File: src/rtl/tetris_renderer.sv
// Tetris pixel compositor: board cells, score digits and background over a
// fixed-latency pipeline, with a line-clear row-flash sequencer.
module tetris_renderer #(
   parameter int BOARD_COLS   = 10,
   parameter int BOARD_ROWS   = 20,
   parameter int CELL_PX      = 20,
   parameter int BOARD_X0     = 220,
   parameter int BOARD_Y0     = 40,
   parameter int BLOCK_W      = 10,
   parameter int NUM_W        = 5,
   parameter int NUM_H        = 9,
   parameter int SCALE        = 2,
   parameter int SCORE_DIGITS = 4,
   parameter int DIGIT_X0     = 128,
   parameter int DIGIT_Y0     = 450,
   parameter int DIGIT_PITCH  = 14,
   parameter int LZ_BLANK     = 1,
   parameter int FLASH_FRAMES = 8,
   parameter int BG_W         = 320
) (
   input  logic                        clk,
   input  logic                        reset_n,
   input  logic                        p_tick_i,
   input  logic                        visible_i,
   input  logic [9:0]                  pixel_x_i,
   input  logic [9:0]                  pixel_y_i,
   input  logic                        frame_start_i,
   output logic [3:0]                  cell_x_o,
   output logic [4:0]                  cell_y_o,
   input  logic [2:0]                  kind_i,
   input  logic [4*SCORE_DIGITS-1:0]   score_i,
   input  logic                        flash_start_i,
   input  logic [BOARD_ROWS-1:0]       flash_rows_i,
   output logic                        flash_busy_o,
   output logic                        flash_done_o,
   output logic [17:0]                 spr_addr_o,
   input  logic [11:0]                 spr_data_i,
   output logic [17:0]                 bg_addr_o,
   input  logic [11:0]                 bg_data_i,
   output logic [11:0]                 rgb_o
);

   localparam int CNT_W = (FLASH_FRAMES > 2) ? $clog2(FLASH_FRAMES) : 1;
   localparam int IDX_W = (SCORE_DIGITS > 1) ? $clog2(SCORE_DIGITS) : 1;

   localparam logic [9:0]  BX0    = 10'(BOARD_X0);
   localparam logic [9:0]  BX1    = 10'(BOARD_X0 + BOARD_COLS * CELL_PX);
   localparam logic [9:0]  BY0    = 10'(BOARD_Y0);
   localparam logic [9:0]  BY1    = 10'(BOARD_Y0 + BOARD_ROWS * CELL_PX);
   localparam logic [9:0]  CELL_P = 10'(CELL_PX);
   localparam logic [9:0]  DY0    = 10'(DIGIT_Y0);
   localparam logic [9:0]  DY1    = 10'(DIGIT_Y0 + NUM_H * SCALE);
   localparam logic [9:0]  DIG_WP = 10'(NUM_W * SCALE);
   localparam logic [9:0]  SC     = 10'(SCALE);
   localparam logic [17:0] BLK_SZ   = 18'(BLOCK_W * BLOCK_W);
   localparam logic [17:0] DIG_BASE = 18'(7 * BLOCK_W * BLOCK_W);
   localparam logic [17:0] DIG_SZ   = 18'(NUM_W * NUM_H);
   localparam logic [17:0] BLK_W18  = 18'(BLOCK_W);
   localparam logic [17:0] NUM_W18  = 18'(NUM_W);
   localparam logic [17:0] BG_W18   = 18'(BG_W);
   localparam logic [CNT_W-1:0] LAST_CNT = CNT_W'(FLASH_FRAMES - 1);

   typedef enum logic {IDLE, FLASH} state_t;

   state_t                state_q;
   logic [BOARD_ROWS-1:0] mask_q;
   logic [CNT_W-1:0]      cnt_q;
   logic                  phase_q;

   // S0 decode results
   logic             s0_board_d, s0_digit_d;
   logic [IDX_W-1:0] s0_idx_d;
   logic [3:0]       cell_x_d;
   logic [4:0]       cell_y_d;
   logic [9:0]       off_x_d, off_y_d, bx, by, dx;
   // S0 registers (cell_x_o/cell_y_o belong to this stage)
   logic             s0_board_q, s0_digit_q, s0_vis_q;
   logic [IDX_W-1:0] s0_idx_q;
   logic [9:0]       s0_off_x_q, s0_off_y_q, s0_px_q, s0_py_q;
   // S1 registers: aligned with kind_i
   logic             s1_board_q, s1_digit_q, s1_vis_q, s1_flash_q;
   logic [IDX_W-1:0] s1_idx_q;
   logic [9:0]       s1_off_x_q, s1_off_y_q, s1_px_q, s1_py_q;
   // address formation
   logic             lead, blank, src_d;
   logic [3:0]       nib, dig;
   logic [17:0]      spr_addr_d, bg_addr_d;
   // S2/S3 flags riding alongside the ROM lookups
   logic             s2_src_q, s2_vis_q, s2_flash_q;
   logic             s3_src_q, s3_vis_q, s3_flash_q;
   logic [11:0]      rgb_pipe_d, rgb_pipe_q;

   // Classify the incoming pixel into board / digit / nothing and find its offsets.
   always_comb begin
      // NOTE: every variable gets a default first so no path can infer a latch.
      s0_board_d = 1'b0;
      s0_digit_d = 1'b0;
      s0_idx_d   = '0;
      cell_x_d   = '0;
      cell_y_d   = '0;
      off_x_d    = '0;
      off_y_d    = '0;
      dx         = '0;
      bx         = pixel_x_i - BX0;
      by         = pixel_y_i - BY0;
      if (pixel_x_i >= BX0 && pixel_x_i < BX1 && pixel_y_i >= BY0 && pixel_y_i < BY1) begin
         s0_board_d = 1'b1;
         cell_x_d   = 4'(bx / CELL_P);
         cell_y_d   = 5'(by / CELL_P);
         off_x_d    = bx % CELL_P;
         off_y_d    = by % CELL_P;
      end else if (pixel_y_i >= DY0 && pixel_y_i < DY1) begin
         off_y_d = pixel_y_i - DY0;
         for (int n = 0; n < SCORE_DIGITS; n++) begin
            dx = pixel_x_i - 10'(DIGIT_X0 + n * DIGIT_PITCH);
            if (pixel_x_i >= 10'(DIGIT_X0 + n * DIGIT_PITCH) && dx < DIG_WP) begin
               s0_digit_d = 1'b1;
               s0_idx_d   = IDX_W'(n);
               off_x_d    = dx;
            end
         end
      end
   end

   // S0 and S1 registers: region, offsets and the board lookup address.
   always_ff @(posedge clk) begin
      // NOTE: non-blocking only, so each stage takes the previous stage's old value.
      if (!reset_n) begin
         s0_board_q <= 1'b0;  s0_digit_q <= 1'b0;  s0_vis_q <= 1'b0;  s0_idx_q <= '0;
         s0_off_x_q <= '0;    s0_off_y_q <= '0;    s0_px_q  <= '0;    s0_py_q  <= '0;
         cell_x_o   <= '0;    cell_y_o   <= '0;
         s1_board_q <= 1'b0;  s1_digit_q <= 1'b0;  s1_vis_q <= 1'b0;  s1_flash_q <= 1'b0;
         s1_idx_q   <= '0;    s1_off_x_q <= '0;    s1_off_y_q <= '0;
         s1_px_q    <= '0;    s1_py_q    <= '0;
      end else begin
         s0_board_q <= s0_board_d;  s0_digit_q <= s0_digit_d;  s0_vis_q <= visible_i;
         s0_idx_q   <= s0_idx_d;    s0_off_x_q <= off_x_d;     s0_off_y_q <= off_y_d;
         s0_px_q    <= pixel_x_i;   s0_py_q    <= pixel_y_i;
         cell_x_o   <= cell_x_d;    cell_y_o   <= cell_y_d;
         s1_board_q <= s0_board_q;  s1_digit_q <= s0_digit_q;  s1_vis_q <= s0_vis_q;
         s1_flash_q <= s0_board_q && phase_q && mask_q[cell_y_o];
         s1_idx_q   <= s0_idx_q;    s1_off_x_q <= s0_off_x_q;  s1_off_y_q <= s0_off_y_q;
         s1_px_q    <= s0_px_q;     s1_py_q    <= s0_py_q;
      end
   end

   // Pick the digit nibble, apply leading-zero blanking, and form both ROM addresses.
   always_comb begin
      lead  = 1'b1;
      blank = 1'b0;
      nib   = '0;
      dig   = '0;
      for (int n = 0; n < SCORE_DIGITS; n++) begin
         dig = score_i[4*(SCORE_DIGITS-1-n) +: 4];
         if (dig != 4'd0) lead = 1'b0;
         if (IDX_W'(n) == s1_idx_q) begin
            nib   = dig;
            blank = lead && (n != SCORE_DIGITS - 1) && (LZ_BLANK != 0);
         end
      end
      src_d = (s1_board_q && kind_i != 3'd0) || (s1_digit_q && nib <= 4'd9 && !blank);
      if (s1_board_q)
         spr_addr_d = (18'(kind_i) - 18'd1) * BLK_SZ + 18'(s1_off_y_q / SC) * BLK_W18
                    + 18'(s1_off_x_q / SC);
      else
         spr_addr_d = DIG_BASE + 18'(nib) * DIG_SZ + 18'(s1_off_y_q / SC) * NUM_W18
                    + 18'(s1_off_x_q / SC);
      bg_addr_d = 18'(s1_py_q / SC) * BG_W18 + 18'(s1_px_q / SC);
   end

   // Transparent sprite pixels and empty sources fall through to the background.
   always_comb begin
      rgb_pipe_d = bg_data_i;
      if (!s3_vis_q)                           rgb_pipe_d = 12'h000;
      else if (s3_flash_q)                     rgb_pipe_d = 12'hfff;
      else if (s3_src_q && spr_data_i != 12'hfff) rgb_pipe_d = spr_data_i;
   end

   // S2/S3 registers, the composite, and the p_tick-gated output.
   always_ff @(posedge clk) begin
      if (!reset_n) begin
         spr_addr_o <= '0;    bg_addr_o <= '0;
         s2_src_q   <= 1'b0;  s2_vis_q  <= 1'b0;  s2_flash_q <= 1'b0;
         s3_src_q   <= 1'b0;  s3_vis_q  <= 1'b0;  s3_flash_q <= 1'b0;
         rgb_pipe_q <= '0;    rgb_o     <= '0;
      end else begin
         spr_addr_o <= spr_addr_d;  bg_addr_o <= bg_addr_d;
         s2_src_q   <= src_d;       s2_vis_q  <= s1_vis_q;  s2_flash_q <= s1_flash_q;
         s3_src_q   <= s2_src_q;    s3_vis_q  <= s2_vis_q;  s3_flash_q <= s2_flash_q;
         rgb_pipe_q <= rgb_pipe_d;
         if (p_tick_i) rgb_o <= rgb_pipe_q;
      end
   end

   // Row-flash sequencer: phase toggles per frame, ends after FLASH_FRAMES frames.
   always_ff @(posedge clk) begin
      if (!reset_n) begin
         state_q      <= IDLE;
         flash_busy_o <= 1'b0;
         flash_done_o <= 1'b0;
         mask_q       <= '0;
         cnt_q        <= '0;
         phase_q      <= 1'b0;
      end else begin
         flash_done_o <= 1'b0;
         case (state_q)
            IDLE: if (flash_start_i && |flash_rows_i) begin
               state_q      <= FLASH;
               flash_busy_o <= 1'b1;
               mask_q       <= flash_rows_i;
               cnt_q        <= '0;
               phase_q      <= 1'b0;
            end
            FLASH: if (frame_start_i) begin
               if (cnt_q == LAST_CNT) begin
                  state_q      <= IDLE;
                  flash_busy_o <= 1'b0;
                  flash_done_o <= 1'b1;
                  phase_q      <= 1'b0;
               end else begin
                  cnt_q   <= cnt_q + 1'b1;
                  phase_q <= ~phase_q;
               end
            end
            default: state_q <= IDLE;
         endcase
      end
   end

endmodule

File: config.mk
export PLATFORM = sky130hd
export DESIGN_NAME = tetris_renderer
export DESIGN_NICKNAME = d
export VERILOG_FILES = /design/src/rtl/tetris_renderer.sv
export SDC_FILE = /design/constraint.sdc
export NUM_CORES = 1
export LEC_CHECK = 0
export ABC_AREA = 0
export CAP_MARGIN = 25
export CORE_ASPECT_RATIO = 1.1
export CORE_MARGIN = 3
export CORE_UTILIZATION = 30
export CTS_BUF_LIST = sky130_fd_sc_hd__clkbuf_8
export CTS_CLUSTER_SIZE = 25
export DETAILED_ROUTE_END_ITERATION = 10
export GPL_TIMING_DRIVEN = 0
export SLEW_MARGIN = 30
export SYNTH_ARGS = -nofsm -noshare
export SYNTH_HDL_FRONTEND = slang
export SYNTH_SLANG_ARGS = --single-unit
File: constraint.sdc
create_clock -name clk -period 16.3 [get_ports clk]
set_input_delay 4.89 -clock clk [delete_from_list [all_inputs] [get_ports clk]]
set_output_delay 4.89 -clock clk [all_outputs]
set_load 0.01 [all_outputs]
==> impl_metrics.env, run 1 <==
export IMPL_status="completed"
export IMPL_utilization_pct=36.88
export IMPL_numCtsBuffers=17
export IMPL_antenna_left=0
export IMPL_arrival_ns=10.33
export IMPL_die_area_mm2=0.04284
export IMPL_fin_area_mm2=0.01459
export IMPL_p_per_area_mw_per_mm2=77.23
export IMPL_end_kind="flop"
export IMPL_min_period_ns=9.923
export IMPL_p_int_mw=0.7554
export IMPL_dpl_instance_area_mm2=0.01417
export IMPL_synth_edf_count=0
export IMPL_syn_inst=1360
export IMPL_p_comb_share_pct=28.9
export IMPL_worst_pin_slew_ns=0.9105
export IMPL_die_w_um=197.6
export IMPL_sw_frac_of_total_pct=32.96
export IMPL_die_y_um=216.8
export IMPL_r2r_setup_slack_ns=10.59
export IMPL_ctsHtreeMaxLevel=4
export IMPL_syn_to_final_growth_pct=20.41
export IMPL_path_class="in -> reg"
export IMPL_fin_nets=1771
export IMPL_fin_crit_sh_pct=60.88
export IMPL_initial_core_util_pct=30.63
export IMPL_hold_viol_final=0
export IMPL_tns_ns=0
export IMPL_r2r_end="spr_addr_o[11]$_SDFF_PN0_"
export IMPL_hold_path_startpoint="s0_off_x_q[6]$_SDFF_PN0_"
export IMPL_grt_max_degree=19
export IMPL_reg2reg_depth=20
export IMPL_viasPerCell=4.915
export IMPL_syn_avg_cell_area_um2=8.909
export IMPL_dr_total_vias=10030
export IMPL_leakage_nw=6.273
export IMPL_cts_buffer_depth=2
export IMPL_cts_hold_buf=0
export IMPL_synth_area_mm2=0.01212
export IMPL_async_reset_ff_share_pct=0
export IMPL_clk_pin_slew_ns=0.11
export IMPL_maxCapViolCount=0
export IMPL_cp_start_kind="primary input"
export IMPL_cts_setup_buffers=0
export IMPL_setup_viol=0
export IMPL_diodes=0
export IMPL_max_freq_ghz=0.1008
export IMPL_instances_no_fill=2041
export IMPL_power_switching_mw=0.3713
export IMPL_grt_total_usage_pct=14.86
export IMPL_antenna_found_initial=0
export IMPL_slew_viol_final=0
export IMPL_ys_flop_type="dfxtp_1"
export IMPL_rows=76
export IMPL_clk_latency_ns=0.46
export IMPL_hold_path_end="s1_off_x_q[6]$_SDFF_PN0_"
export IMPL_hpwl_um=25720
export IMPL_hold_path_class="reg -> reg"
export IMPL_coreArea_mm2=0.03956
export IMPL_r2r_start="s1_idx_q[0]$_SDFF_PN0_"
export IMPL_wl_per_cell_um=15.76
export IMPL_drc=0
export IMPL_max_slew_margin_pct=38.86
export IMPL_ys_warn_count=0
export IMPL_peakVddDrop_mv=0.04156
export IMPL_path_max_fanout=6
export IMPL_cts_tree="built"
export IMPL_seq_area_frac_synth_pct=30.57
export IMPL_required_ns=16.70
export IMPL_whs_path_depth=1
export IMPL_cts_resized_gates=0
export IMPL_grt_pass1_vias=10080
export IMPL_pin_count=148
export IMPL_finalClockSkew_ns=0.01587
export IMPL_power_mw=1.127
export IMPL_ys_types=86
export IMPL_globalRouteOverflowTotal=0
export IMPL_globalplace_congestion=0.8466
export IMPL_dr_pass1_iters=5
export IMPL_totalWireLength_um=32160
export IMPL_dp_cells=2009
export IMPL_port_buffers=140
export IMPL_drive_gt1_share_pct=5.671
export IMPL_cts_sinks=185
export IMPL_initialDrtViolationCount=638
export IMPL_pwr_share_clk_pct=28.6
export IMPL_grt_setup_unrepaired="false"
export IMPL_power_frac_seq_pct=42.5
export IMPL_clock_root_buffer="clkbuf_8"
export IMPL_grt_pass1_wl_um=51680
export IMPL_synth_seq_cells=185
cell families after synthesis:
| logic type | synth area share, % |
|---|---|
| simple gates | 16.92 |
| compound gates | 15.99 |
| buf+inv | 6.206 |
| flops | 30.57 |
| fa+ha+maj | 19.31 |
| xor+xnor | 4.915 |
| mux | 6.062 |
| other cells | 0.03095 |
layout by cell type (no fill, tap or decap), types with 8 or more instances in the layout:
master and n:
mux4_2 9, xor2_1 25, nand2_1 56, clkbuf_8 17
and2_1 67, o211ai_1 10, a31oi_1 8, nand3_1 34
buf_2 10, nor2b_1 12, and3_1 8, clkdlybuf4s50_1 140
nor2_1 135, xnor2_1 43, inv_1 125, dfxtp_1 185
a21oi_1 97, a211oi_1 12, clkbuf_1 45, a21o_1 13
nand2b_1 12, nor4_1 12, nand4_1 11, o21bai_1 8
o21ai_0 47, fa_1 42, mux2i_1 52, nor3_1 26
ha_1 119
power groups by stage:
stage	Sequential [mW]	Clock, mW	Combinational (mW)
after detailed placement	0.490	0	0.325
after CTS	0.479	0.336	0.327
final	0.478	0.323	0.326
after global routing	0.481	0.354	0.363
after floorplan	0.492	0	0.216
after global placement	0.489	0	0.320
flip-flops by register name, summed over array words and instances (netlist names), 9 cells and up:
register,flops
s0_off_x_q,9
bg_addr_o,18
s1_px_q,9
s0_off_y_q,9
rgb_o,12
mask_q,20
s1_off_x_q,9
s0_py_q,9
s1_py_q,9
rgb_pipe_q,12
s1_off_y_q,9
s0_px_q,9
spr_addr_o,18
worst max-delay path by stage:
| stage | start | to | slack [ns] | cells past startpoint |
|---|---|---|---|---|
| floorplan | kind_i[1] | spr_addr_o[15]$_SDFF_PN0_ | 6.57 | 16 |
| global placement | kind_i[0] | spr_addr_o[15]$_SDFF_PN0_ | 5.32 | 17 |
| detailed placement | kind_i[0] | spr_addr_o[15]$_SDFF_PN0_ | 5.92 | 19 |
| CTS | kind_i[0] | spr_addr_o[15]$_SDFF_PN0_ | 6.39 | 19 |
| global route | kind_i[0] | spr_addr_o[15]$_SDFF_PN0_ | 6.01 | 20 |
| finish | kind_i[0] | spr_addr_o[15]$_SDFF_PN0_ | 6.38 | 19 |
per-layer routing:
metal / part of all wire, % / global-route usage (%)
met1: 43 / 18.23
met4: 1.4 / 3.799
met3: 3.8 / 2.198
met5: 0 / 0
met2: 51 / 27.20
synth_stat cells, types with 5 or more instances:
cell type / count / area, um2
nor2b_1: 12 / 75.07
a21o_1: 13 / 97.59
nor3_1: 27 / 135.1
a31oi_1: 8 / 50.05
nand4_1: 11 / 68.82
xnor2_1: 43 / 376.6
a211oi_1: 12 / 90.09
a211o_1: 5 / 43.79
or3_1: 6 / 37.54
clkbuf_1: 45 / 168.9
o22ai_1: 6 / 37.54
a32oi_1: 5 / 43.79
o21a_1: 6 / 45.04
fa_1: 42 / 840.8
nand2_1: 56 / 210.2
nand2b_1: 12 / 75.07
ha_1: 119 / 1489
o21ai_1: 6 / 30.03
a21oi_1: 97 / 485.5
dfxtp_1: 185 / 3704
nand3_1: 34 / 170.2
mux2i_1: 52 / 520.5
o21bai_1: 8 / 60.06
mux4_2: 9 / 202.7
o211ai_1: 10 / 75.07
o21ai_0: 47 / 235.2
and2_1: 67 / 419.2
nor4_1: 12 / 75.07
buf_2: 10 / 50.05
nand3b_1: 6 / 45.04
inv_1: 125 / 469.2
nor2_1: 135 / 506.7
and3_1: 8 / 50.05
xor2_1: 25 / 219.0
critical path: stages:
cell	delay [ns]
clkdlybuf4s50_1	0.71
inv_1	0.15
ha_1	0.26
xor2_1	0.36
inv_1	0.21
fa_1	0.55
inv_1	0.05
fa_1	0.46
ha_1	0.35
nor3b_1	0.16
o21ai_0	0.46
xnor2_1	0.19
ha_1	0.33
ha_1	0.32
or2_2	0.29
a21oi_1	0.20
a21oi_1	0.09
a21oi_1	0.18
nand2b_1	0.12
cell type report:
cell class | instances | area [um2]
inverters | 126 | 473.0
well taps | 507 | 634.4
clock inverters | 15 | 181.4
repair buffers | 141 | 1409
flip-flops and latches | 185 | 3704
clock buffers | 17 | 234.0
fillers | 3967 | 24970
plain buffers | 63 | 279.0
multi-input cells | 987 | 7676
per-stage QoR:
step                hold slack (ns)  setup WS [ns]
floorplan                    0.4119          6.571
global placement             0.4142          5.319
detailed placement           0.4169          5.917
CTS                          0.4238          6.393
global route                 0.4414          6.011
finish                       0.4250          6.377
No activity file was read; power rests on OpenSTA's default activity.
==> inputs of run 2 (changes only) <==
==> constraint.sdc (replaced) <==
create_clock -name clk -period 9.81 [get_ports clk]
set_input_delay 2.943 -clock clk [delete_from_list [all_inputs] [get_ports clk]]
set_output_delay 2.943 -clock clk [all_outputs]
set_load 0.01 [all_outputs]
==> results of run 2 <==
The final DEF is identical to that of run 1. Status: completed.
Main changes from that run: setup slack after placement 5.917 ns -> 1.374 ns; setup slack after layout 6.377 ns -> 1.834 ns; register-to-register setup slack 10.59 ns -> 4.10 ns; total power 1.127 mW -> 1.872 mW; worst IR drop on VDD 0.04156 mV -> 0.06906 mV
